==> src/rtl/lcd_pkg.sv <==
// HD44780 command set, power-up init table, FSM encoding and bus word type
// shared by the LCD arbiter and its slot timer.
package lcd_pkg;

  localparam logic [7:0] CMD_FUNCTION_SET = 8'h38;
  localparam logic [7:0] CMD_DISPLAY_OFF  = 8'h08;
  localparam logic [7:0] CMD_CLEAR        = 8'h01;
  localparam logic [7:0] CMD_ENTRY_MODE   = 8'h06;
  localparam logic [7:0] CMD_DISPLAY_ON   = 8'h0C;
  localparam logic [7:0] CMD_RETURN_HOME  = 8'h02;
  localparam logic [7:0] CMD_SET_LINE1    = 8'h80;
  localparam logic [7:0] CMD_SET_LINE2    = 8'hC0;

  localparam int INIT_LEN = 6;

  // Entry [0] is issued first.
  localparam logic [INIT_LEN-1:0][7:0] INIT_TABLE = {
    CMD_RETURN_HOME,
    CMD_DISPLAY_ON,
    CMD_ENTRY_MODE,
    CMD_CLEAR,
    CMD_DISPLAY_OFF,
    CMD_FUNCTION_SET
  };

  typedef enum logic [1:0] {
    ST_INIT_WAIT = 2'd0,
    ST_INIT_CMD  = 2'd1,
    ST_IDLE      = 2'd2,
    ST_SLOT      = 2'd3
  } lcd_state_e;

  typedef struct packed {
    logic       rs;
    logic [7:0] data;
  } lcd_wr_t;

  function automatic logic [1:0] onehot2(input logic idx);
    return idx ? 2'b10 : 2'b01;
  endfunction

endpackage

==> src/rtl/lcd_slot_timer.sv <==
// Slot timebase: counts cycles into ticks and ticks into slots while run is high,
// flags the last cycle of a slot and the tick-1 enable window; idles at zero otherwise.
module lcd_slot_timer #(
  parameter int TICK_CYC   = 100_000,
  parameter int SLOT_TICKS = 4
) (
  input  logic clk,
  input  logic reset,
  input  logic run,
  output logic slot_done,
  output logic e_window
);

  localparam int CW = (TICK_CYC > 1) ? $clog2(TICK_CYC) : 1;
  localparam int SW = (SLOT_TICKS > 1) ? $clog2(SLOT_TICKS) : 1;
  localparam logic [CW-1:0] CYC_LAST  = CW'(TICK_CYC - 1);
  localparam logic [SW-1:0] TICK_LAST = SW'(SLOT_TICKS - 1);

  logic [CW-1:0] cyc_cnt;
  logic [SW-1:0] tick_cnt;
  logic          tick;

  assign tick      = run && (cyc_cnt == CYC_LAST);
  assign slot_done = tick && (tick_cnt == TICK_LAST);
  assign e_window  = run && (tick_cnt == SW'(1));

  // Dropping run snaps the counters back so the next slot always starts at cycle 0.
  always_ff @(posedge clk) begin
    if (reset || !run) begin
      cyc_cnt  <= '0;
      tick_cnt <= '0;
    end else if (tick) begin
      cyc_cnt  <= '0;
      tick_cnt <= slot_done ? '0 : tick_cnt + 1'b1;
    end else begin
      cyc_cnt  <= cyc_cnt + 1'b1;
    end
  end

endmodule

==> src/rtl/lcd_bus_arbiter.sv <==
// Two-requester HD44780 bus arbiter: runs the power-up init, then grants one write per slot
// round-robin with burst locking; req_ready is a one-cycle accept in IDLE, requests otherwise wait.
module lcd_bus_arbiter
  import lcd_pkg::*;
#(
  parameter int TICK_CYC        = 100_000,
  parameter int SLOT_TICKS      = 4,
  parameter int INIT_WAIT_SLOTS = 5,
  parameter int LOCK_SLOTS      = 40
) (
  input  logic        clk,
  input  logic        reset,
  input  logic [1:0]  req_valid,
  input  logic [1:0]  req_rs,
  input  logic [15:0] req_data,
  input  logic [1:0]  req_last,
  output logic [1:0]  req_ready,
  output logic        lcd_e,
  output logic        lcd_rs,
  output logic        lcd_rw,
  output logic [7:0]  lcd_data,
  output logic        init_done,
  output logic [1:0]  grant
);

  localparam int WW = (INIT_WAIT_SLOTS > 0) ? $clog2(INIT_WAIT_SLOTS + 1) : 1;
  localparam int LW = (LOCK_SLOTS > 0) ? $clog2(LOCK_SLOTS + 1) : 1;
  localparam logic [WW-1:0] WAIT_LAST = WW'(INIT_WAIT_SLOTS - 1);
  localparam logic [LW-1:0] LOCK_LAST = LW'(LOCK_SLOTS - 1);
  localparam logic [2:0]    INIT_LAST = 3'(INIT_LEN - 1);

  lcd_state_e    state;
  lcd_state_e    state_nxt;
  logic          slot_done;
  logic          e_window;
  logic          run;
  logic          lock;
  logic          last_ptr;
  logic [WW-1:0] wait_cnt;
  logic [LW-1:0] idle_slots;
  logic [2:0]    init_idx;
  lcd_wr_t       wr_q;
  logic [1:0]    eligible;
  logic          win;
  logic          accept;
  logic          owner_valid;
  logic          idle_hold;
  logic          timeout;

  lcd_slot_timer #(
    .TICK_CYC   (TICK_CYC),
    .SLOT_TICKS (SLOT_TICKS)
  ) u_timer (
    .clk       (clk),
    .reset     (reset),
    .run       (run),
    .slot_done (slot_done),
    .e_window  (e_window)
  );

  // While locked, grant holds the owner, so masking with it restricts arbitration to the owner.
  assign owner_valid = |(req_valid & grant);
  assign eligible    = lock ? (req_valid & grant) : req_valid;
  assign win         = (eligible == 2'b11) ? ~last_ptr : eligible[1];
  assign accept      = (state == ST_IDLE) && (eligible != 2'b00);
  assign idle_hold   = (state == ST_IDLE) && lock && !owner_valid;
  assign timeout     = idle_hold && slot_done && (idle_slots == LOCK_LAST);

  always_ff @(posedge clk) begin
    if (reset) begin
      state <= ST_INIT_WAIT;
    end else begin
      state <= state_nxt;
    end
  end

  always_comb begin
    state_nxt = state;
    case (state)
      ST_INIT_WAIT: if (slot_done && (wait_cnt == WAIT_LAST)) state_nxt = ST_INIT_CMD;
      ST_INIT_CMD:  if (slot_done && (init_idx == INIT_LAST)) state_nxt = ST_IDLE;
      ST_IDLE:      if (accept) state_nxt = ST_SLOT;
      ST_SLOT:      if (slot_done) state_nxt = ST_IDLE;
      default:      state_nxt = ST_INIT_WAIT;
    endcase
  end

  always_comb begin
    lcd_e     = 1'b0;
    req_ready = 2'b00;
    run       = 1'b0;
    case (state)
      ST_INIT_WAIT: run = 1'b1;
      ST_INIT_CMD: begin
        run   = 1'b1;
        lcd_e = e_window;
      end
      ST_SLOT: begin
        run   = 1'b1;
        lcd_e = e_window;
      end
      ST_IDLE: begin
        run = idle_hold;
        if (accept) req_ready = onehot2(win);
      end
      default: ;
    endcase
  end

  assign lcd_rw   = 1'b0;
  assign lcd_rs   = wr_q.rs;
  assign lcd_data = wr_q.data;

  always_ff @(posedge clk) begin
    if (reset) begin
      wait_cnt   <= '0;
      init_idx   <= '0;
      idle_slots <= '0;
      wr_q       <= '0;
      grant      <= 2'b00;
      lock       <= 1'b0;
      last_ptr   <= 1'b1;
      init_done  <= 1'b0;
    end else begin
      case (state)
        ST_INIT_WAIT: begin
          if (slot_done) begin
            wait_cnt <= wait_cnt + 1'b1;
            if (wait_cnt == WAIT_LAST) begin
              wr_q.rs   <= 1'b0;
              wr_q.data <= INIT_TABLE[0];
            end
          end
        end
        ST_INIT_CMD: begin
          if (slot_done) begin
            if (init_idx == INIT_LAST) begin
              init_done <= 1'b1;
            end else begin
              init_idx  <= init_idx + 3'd1;
              wr_q.data <= INIT_TABLE[init_idx + 3'd1];
            end
          end
        end
        ST_IDLE: begin
          if (accept) begin
            grant      <= onehot2(win);
            lock       <= ~req_last[win];
            last_ptr   <= win;
            idle_slots <= '0;
            wr_q.rs    <= req_rs[win];
            wr_q.data  <= win ? req_data[15:8] : req_data[7:0];
          end else if (timeout) begin
            // Abandoned burst: hand priority to the other requester.
            grant      <= 2'b00;
            lock       <= 1'b0;
            last_ptr   <= grant[1];
            idle_slots <= '0;
          end else if (idle_hold) begin
            if (slot_done) idle_slots <= idle_slots + 1'b1;
          end else begin
            idle_slots <= '0;
          end
        end
        ST_SLOT: begin
          if (slot_done && !lock) grant <= 2'b00;
        end
        default: ;
      endcase
    end
  end

endmodule

==> config.mk <==
export PLATFORM = sky130hd
export DESIGN_NAME = lcd_bus_arbiter
export DESIGN_NICKNAME = d
export VERILOG_FILES = /design/src/rtl/lcd_pkg.sv /design/src/rtl/lcd_slot_timer.sv /design/src/rtl/lcd_bus_arbiter.sv
export SDC_FILE = /design/constraint.sdc
export NUM_CORES = 1
export LEC_CHECK = 0
export CAP_MARGIN = 20
export CORE_MARGIN = 1.5
export CORE_UTILIZATION = 51
export DETAILED_ROUTE_END_ITERATION = 10
export MAX_ROUTING_LAYER = met4
export PLACE_DENSITY = 0.76
export SLEW_MARGIN = 10
export SYNTH_ARGS = -nofsm -noshare
export SYNTH_HDL_FRONTEND = slang
export SYNTH_HIERARCHICAL = 1
export SYNTH_SLANG_ARGS = --single-unit
==> constraint.sdc <==
create_clock -name clk -period 5.6 [get_ports clk]
set_input_delay 1.12 -clock clk [delete_from_list [all_inputs] [get_ports clk]]
set_output_delay 1.12 -clock clk [all_outputs]
set_load 0.005 [all_outputs]
==> impl_metrics.csv, run 1 <==
group,metric,value,unit
setup_path,timing.critical_path.arrival,3030,ps
sta,clock-skew-final,5.72,ps
floorplan,initial_utilization,53.7,%
clock_tree,tritoncts,"yes",
detailed_routing,wl_per_cell,13.7,um
floorplan,core_area,5170,um2
clock_tree,holdBufCountCts,0,
sta,fmaxAchievable,241,MHz
sta,setup_viol,0,
setup_path,path_common_cell,"sky130_fd_sc_hd__clkdlybuf4s50_1",
setup_path,slowest_stage,"sky130_fd_sc_hd__o221ai_2",
sta,timing.max_slew.rel_slack,31.9,%
clock_tree,clock_root_cell,"sky130_fd_sc_hd__clkbuf_8",
sta,grt_setup_unrepaired,"no",
placement,gp_congestion,0.862,
layout,drive_gt1_share,12.6,%
layout,register_area,941,um2
floorplan,die_h,76.8,um
setup_path,critical_path_buf_inv_count,2,
run,cap_viol_max_count,0,
setup_path,critical_path_maximum_fanout,12,
setup_path,cp-start-kind,"primary input",
synthesis,synthesis.area_per_instance,9.04,um2
detailed_routing,detailroute.via_count,2246,
setup_path,criticalPathCategory,"in -> out",
power_and_ir_drop,proportion_of_total_power_due_to_net_switching,27.8,%
setup_path,worstPathCellList,"clkdlybuf4s50_1 > nand2_1 > o221ai_2 > nor2_1 > clkdlybuf4s50_1",
clock_tree,max-clock-path-buffers,2,
synthesis,mappedNetlistArea,2780,um2
synthesis,synthCells,307,
sta,tightestPinTransition,1010,ps
power_and_ir_drop,power_switching,195,uW
layout,antennaDiodeCount,0,
sta,setup-tns-final,0,ps
synthesis,syn-num-nets,346,
power_and_ir_drop,internal-power,507,uW
setup_path,slowest_delay,600,ps
detailed_routing,drt_drc_violations_left,0,
setup_path,worst_setup_path_end_kind,"primary output",
power_and_ir_drop,combPwrFrac,18.8,%
layout,finish.net_count,380,
clock_tree,number_of_gates_resized_after_cts,0,
global_route,gr-usage-all-layers,20.2,%
global_route,overall_overflow_remaining_after_global_route,0,
detailed_routing,firstDrtPassIters,4,
floorplan,ios,40,
layout,area_growth_syn_to_layout,17.9,%
clock_tree,cts_made_buffers,5,
placement,place.detailed.hpwl,4070,um
power_and_ir_drop,p_per_area,214,nW/um2
synthesis,seq_area_frac_synth,33.9,%
power_and_ir_drop,clockPowerShare,30.9,%
detailed_routing,route.final.wire_length,5630,um
clock_tree,post-cts-setup-buffer-count,0,
clock_tree,cts-htree-levels,2,
floorplan,die-area,5890,um2
synthesis,asyncSetResetFlopFracSynth,0,%
global_route,grt_max_degree,35,
clock_tree,numClockSinks,47,
global_route,antenna_found_initial,0,
clock_tree,clk_transition_reported_paths,90,ps
synthesis,postSynthRegisterBits,47,
sta,fin_crit,4150,ps
setup_path,worst_ep_required_time,4480,ps
power_and_ir_drop,cellLeakagePower,1.12,nW
synthesis,synth-edff-count,0,
synthesis,synth.lib_cells_used.distinct,71,
layout,mostFrequentLayoutCells,"sky130_fd_sc_hd__dfxtp_1, sky130_fd_sc_hd__clkdlybuf4s50_1, sky130_fd_sc_hd__nor2_1",
sta,hold_slack,457,ps
placement,buffer_ports.inserted,38,
detailed_routing,detail-route-antenna-nets,0,
detailed_routing,first_iter_violations,116,
power_and_ir_drop,peakVddDrop,0.151,mV
sta,final_hold_viols,0,
floorplan,std_cell_rows,26,
sta,period_share,74.0,%
layout,layout.filler_cells,442,
detailed_routing,drt-vias-per-instance,5.45,
power_and_ir_drop,power_frac_seq,50.3,%
floorplan,floorplan.die.width,76.8,um
layout,multi_input_area,1690,um2
clock_tree,clock_insertion_delay_worst_skew,290,ps
setup_path,timing.critical_path.max_delay_family,"buffers and inverters",
min_path,worst_hold_path_type,"reg -> reg",
synthesis,synth_ff_type,"sky130_fd_sc_hd__dfxtp_1",
global_route,grt_pass1_vias,2063,
outcome,status,"completed",
layout,final_common_cell,"sky130_fd_sc_hd__dfxtp_1",
sta,timing.final.max_slew_violations,0,
global_route,grt_pass1_wl,9630,um
synthesis,ys.warnings.count,6,
power by group through the flow:
| stage | combinational, mW | sequential, mW | clock (mW) |
|---|---|---|---|
| after global placement | 0.129 | 0.361 | 0 |
| final | 0.132 | 0.353 | 0.217 |
| after detailed placement | 0.130 | 0.361 | 0 |
| after CTS | 0.131 | 0.353 | 0.224 |
| after floorplan | 0.0875 | 0.361 | 0 |
| after global routing | 0.144 | 0.354 | 0.239 |
area by class of cell:
cell class,instances,area share (%)
multi-input combinational,234,51.8
sequential,47,28.7
timing repair buffer,40,12.3
tap,70,2.68
clock buffer,6,2.52
inverter,13,1.49
clock inverter,2,0.497
tightest hold or removal path: stages (launching register included):
cell and delay, ps:
sky130_fd_sc_hd__dfxtp_1 320, sky130_fd_sc_hd__nand2_1 50, sky130_fd_sc_hd__a21oi_1 50
cells by family (layout without fill, tap and decap cells):
group	Yosys count	after routing	share of synthesized area [%]
xor+xnor	17	17	5.37
fa+ha+maj	15	15	6.76
flops	47	47	33.9
other cells	1	1	0.135
compound gates	55	55	15.1
simple gates	133	133	28.0
buf+inv	26	61	5.28
mux	13	13	5.37
synthesized netlist by cell type (3+ instances only):
cell,instances,area share [%]
sky130_fd_sc_hd__o21a_1,3,0.81
sky130_fd_sc_hd__o21ai_1,4,0.72
sky130_fd_sc_hd__nand3_1,14,2.5
sky130_fd_sc_hd__nor2_4,8,3.2
sky130_fd_sc_hd__nor3_1,5,0.90
sky130_fd_sc_hd__o21ai_0,5,0.90
sky130_fd_sc_hd__nand2_1,25,3.4
sky130_fd_sc_hd__xnor2_1,10,3.2
sky130_fd_sc_hd__o22a_1,3,0.95
sky130_fd_sc_hd__clkbuf_1,5,0.68
sky130_fd_sc_hd__nand3b_1,3,0.81
sky130_fd_sc_hd__nand4_1,6,1.4
sky130_fd_sc_hd__nor4b_1,3,0.95
sky130_fd_sc_hd__mux2_1,4,1.6
sky130_fd_sc_hd__a211oi_1,3,0.81
sky130_fd_sc_hd__inv_1,13,1.8
sky130_fd_sc_hd__and2_1,6,1.4
sky130_fd_sc_hd__a21oi_1,13,2.3
sky130_fd_sc_hd__xor2_1,7,2.2
sky130_fd_sc_hd__nor2_1,30,4.1
sky130_fd_sc_hd__a32oi_1,3,0.95
sky130_fd_sc_hd__mux2i_1,4,1.4
sky130_fd_sc_hd__mux2_2,3,1.2
sky130_fd_sc_hd__buf_6,3,1.2
sky130_fd_sc_hd__ha_1,15,6.8
sky130_fd_sc_hd__dfxtp_1,47,34
layer usage:
metal  share of wire [%]  up-vias  routed length [um]  GRT usage (%)
li1                    -     1157                   -              -
met1                  48     1050                2700           26.0
met2                  48       37                2690           32.9
met3                 3.8        2                 213           3.93
met4                0.37        0                  21           4.44
met5                   0        -                   0              -
registers in the layout, summed over array words and instances (netlist names):
signal            flops
grant                 2
u_timer/cyc_cnt      17
idle_slots            6
init_done             1
init_idx              3
last_ptr              1
wait_cnt              3
lcd_data              8
state                 2
lock                  1
lcd_rs                1
u_timer/tick_cnt      2
stage by stage:
stage / worst slack, ps / std cells / util [%] / instance area, um2 / power (mW)
4_1_cts: 1460 / 411 / 63.0 / 3260 / 0.708
3_3_place_gp: 1400 / 403 / 61.1 / 3160 / 0.489
6_report: 1450 / 412 / 63.3 / 3270 / 0.702
2_1_floorplan: 2540 / 307 / - / 2780 / 0.448
5_1_grt: 1320 / 412 / 63.3 / 3270 / 0.738
3_5_place_dp: 1310 / 403 / 61.1 / 3160 / 0.491
final timing paths:
path | from | end | slack [ps] | cells past startpoint
worst max-delay path | req_valid[0] | req_ready[1] | 1450 | 5
worst min-delay path | lcd_data[6] | lcd_data[6] | 460 | 2
worst max register to register | state[0] | lcd_data[7] | 1850 | 12
worst min register to register | lcd_data[6] | lcd_data[6] | 460 | 2
Power figures use the tool's default switching activity.
==> run 2: changes to the inputs <==
- clock period: 5.6 -> 4.3 ns (I/O delays scaled with it)
==> impl_metrics.csv, run 2 (synthesis gave the netlist of run 1 again) <==
group,metric,value,unit
detailed_routing,firstDrtPassIters,4,
placement,gp_congestion,0.828,
min_path,worst_hold_startpoint,"lcd_data[7]",
outcome,status,"completed",
setup_path,worst_ep_required_time,3440,ps
sta,fin_crit,3530,ps
min_path,worst_hold_path_type,"reg -> reg",
layout,antennaDiodeCount,0,
sta,setup_viol,0,
detailed_routing,wl_per_cell,13.6,um
layout,layout.filler_cells,428,
setup_path,worstPathCellList,"clkdlybuf4s50_1 > a22oi_4 > nand2_4 > nand2_1 > and2_1 > o21a_1 > clkdlybuf4s50_1",
power_and_ir_drop,cellLeakagePower,1.15,nW
setup_path,path_common_cell,"sky130_fd_sc_hd__clkdlybuf4s50_1",
floorplan,ios,40,
clock_tree,clk_transition_reported_paths,90,ps
clock_tree,number_of_gates_resized_after_cts,0,
layout,regMostFlops,"u_timer/cyc_cnt",
placement,numPlacedInstances,406,
floorplan,initial_utilization,53.7,%
global_route,grt_pass1_wl,9830,um
global_route,grt_pass1_vias,2167,
clock_tree,cts-htree-levels,2,
detailed_routing,first_iter_violations,117,
setup_path,reg2reg_setup_slack,1620,ps
global_route,grt_max_degree,35,
clock_tree,post-cts-setup-buffer-count,0,
sta,fmaxAchievable,283,MHz
global_route,overall_overflow_remaining_after_global_route,0,
setup_path,worst_setup_path_end_kind,"primary output",
detailed_routing,detailroute.via_count,2260,
clock_tree,numClockSinks,47,
setup_path,timing.critical_path.from,"req_valid[0]",
layout,register_area,941,um2
clock_tree,max-clock-path-buffers,2,
placement,place.detailed.hpwl,4080,um
setup_path,critical_path_maximum_fanout,8,
setup_path,cp-start-kind,"primary input",
layout,finish.cell_count_without_fillers,415,
setup_path,endpoint_of_the_worst_register_to_register_path,"lcd_data[6]",
sta,clock-skew-final,10.3,ps
power_and_ir_drop,peakVddDrop,0.249,mV
setup_path,timing.rr.start,"u_timer/cyc_cnt[6]",
layout,largest_register_ff_count,17,
detailed_routing,drt_drc_violations_left,0,
layout,finish.net_count,383,
clock_tree,clock_root_cell,"sky130_fd_sc_hd__clkbuf_8",
clock_tree,clock_insertion_delay_worst_skew,300,ps
sta,grt_setup_unrepaired,"no",
detailed_routing,route.final.wire_length,5620,um
layout,layout.cell_area.non_filler,3310,um2
setup_path,worstSetupEndpoint,"lcd_e",
floorplan,core_area,5170,um2
layout,drive_gt1_share,13.3,%
placement,post_dp_cell_area,3180,um2
layout,mostFrequentLayoutCells,"sky130_fd_sc_hd__dfxtp_1, sky130_fd_sc_hd__clkdlybuf4s50_1, sky130_fd_sc_hd__nor2_1",
setup_path,reg2regPathDepth,10,
power_and_ir_drop,p_per_area,293,nW/um2
clock_tree,tritoncts,"yes",
clock_tree,cts_made_buffers,5,
floorplan,die_h,76.8,um
layout,utilization,64.1,%
detailed_routing,detail-route-antenna-nets,0,
global_route,gr-usage-all-layers,20.8,%
setup_path,slowest_stage,"sky130_fd_sc_hd__clkdlybuf4s50_1",
clock_tree,holdBufCountCts,0,
setup_path,slowest_delay,490,ps
global_route,antenna_found_initial,0,
layout,final_common_cell,"sky130_fd_sc_hd__dfxtp_1",
run,cap_viol_max_count,0,
sta,timing.final.max_slew_violations,0,
floorplan,std_cell_rows,26,
layout,area_growth_syn_to_layout,19.4,%
floorplan,die-area,5890,um2
sta,setup-tns-final,0,ps
sta,hold_slack,464,ps
sta,period_share,82.0,%
min_path,hold_depth,2,
placement,buffer_ports.inserted,38,
floorplan,floorplan.die.width,76.8,um
detailed_routing,drt-vias-per-instance,5.45,
sta,final_hold_viols,0,
layout,multi_input_area,1690,um2
setup_path,criticalPathCategory,"in -> out",
setup_path,timing.critical_path.arrival,2670,ps
[run 2: cell count changes in the layout (fill, tap and decap cells not counted), sizes merged]
cell,previous run,this run
buf,2,5
bufinv,0,1
clkbuf,6,5
clkinvlp,1,0
inv,13,14
[run 2: through the flow]
step                      setup slack [ps]  total power, mW
after floorplan                       1500            0.584
after global placement                 799            0.638
after detailed placement               766            0.641
after CTS                              756            0.978
after global routing                   653             1.02
final                                  772            0.969
[run 2: final cells by class]
type / instances / share of cell area [%]
Clock inverter: 3 / 1.44
Tap cell: 70 / 2.64
Sequential cell: 47 / 28.4
Inverter: 13 / 1.47
Clock buffer: 5 / 2.08
Multi-Input combinational cell: 234 / 51.1
Timing Repair Buffer: 43 / 12.8
[run 2: worst min-delay path by stage]
stage	slack [ps]	endpoint
6_report	460	lcd_data[7]
5_1_grt	500	lcd_data[6]
4_1_cts	470	lcd_data[7]
3_5_place_dp	450	lcd_data[7]
3_3_place_gp	440	lcd_data[7]
2_1_floorplan	440	u_timer/cyc_cnt[0]
[run 2: power breakdown]
group	total [mW]	switching, mW	internal (mW)
Combinational	0.175	0.0950	0.0798
Sequential	0.460	0.00973	0.450
Clock	0.335	0.159	0.176
Total	0.969	0.264	0.706
[run 2: worst max-delay path: cells and delay by family]
kind | cells | cell delay [ps]
compound gates | 2 | 450
buf+inv | 2 | 980
simple gates | 3 | 380
[run 2: layer usage]
layer / vias up / global-route usage (%) / wire [um]
li1: 1169 / - / -
met1: 1051 / 24.4 / 2640
met2: 34 / 35.3 / 2730
met3: 6 / 4.52 / 182
met4: 0 / 6.67 / 69
met5: - / - / 0
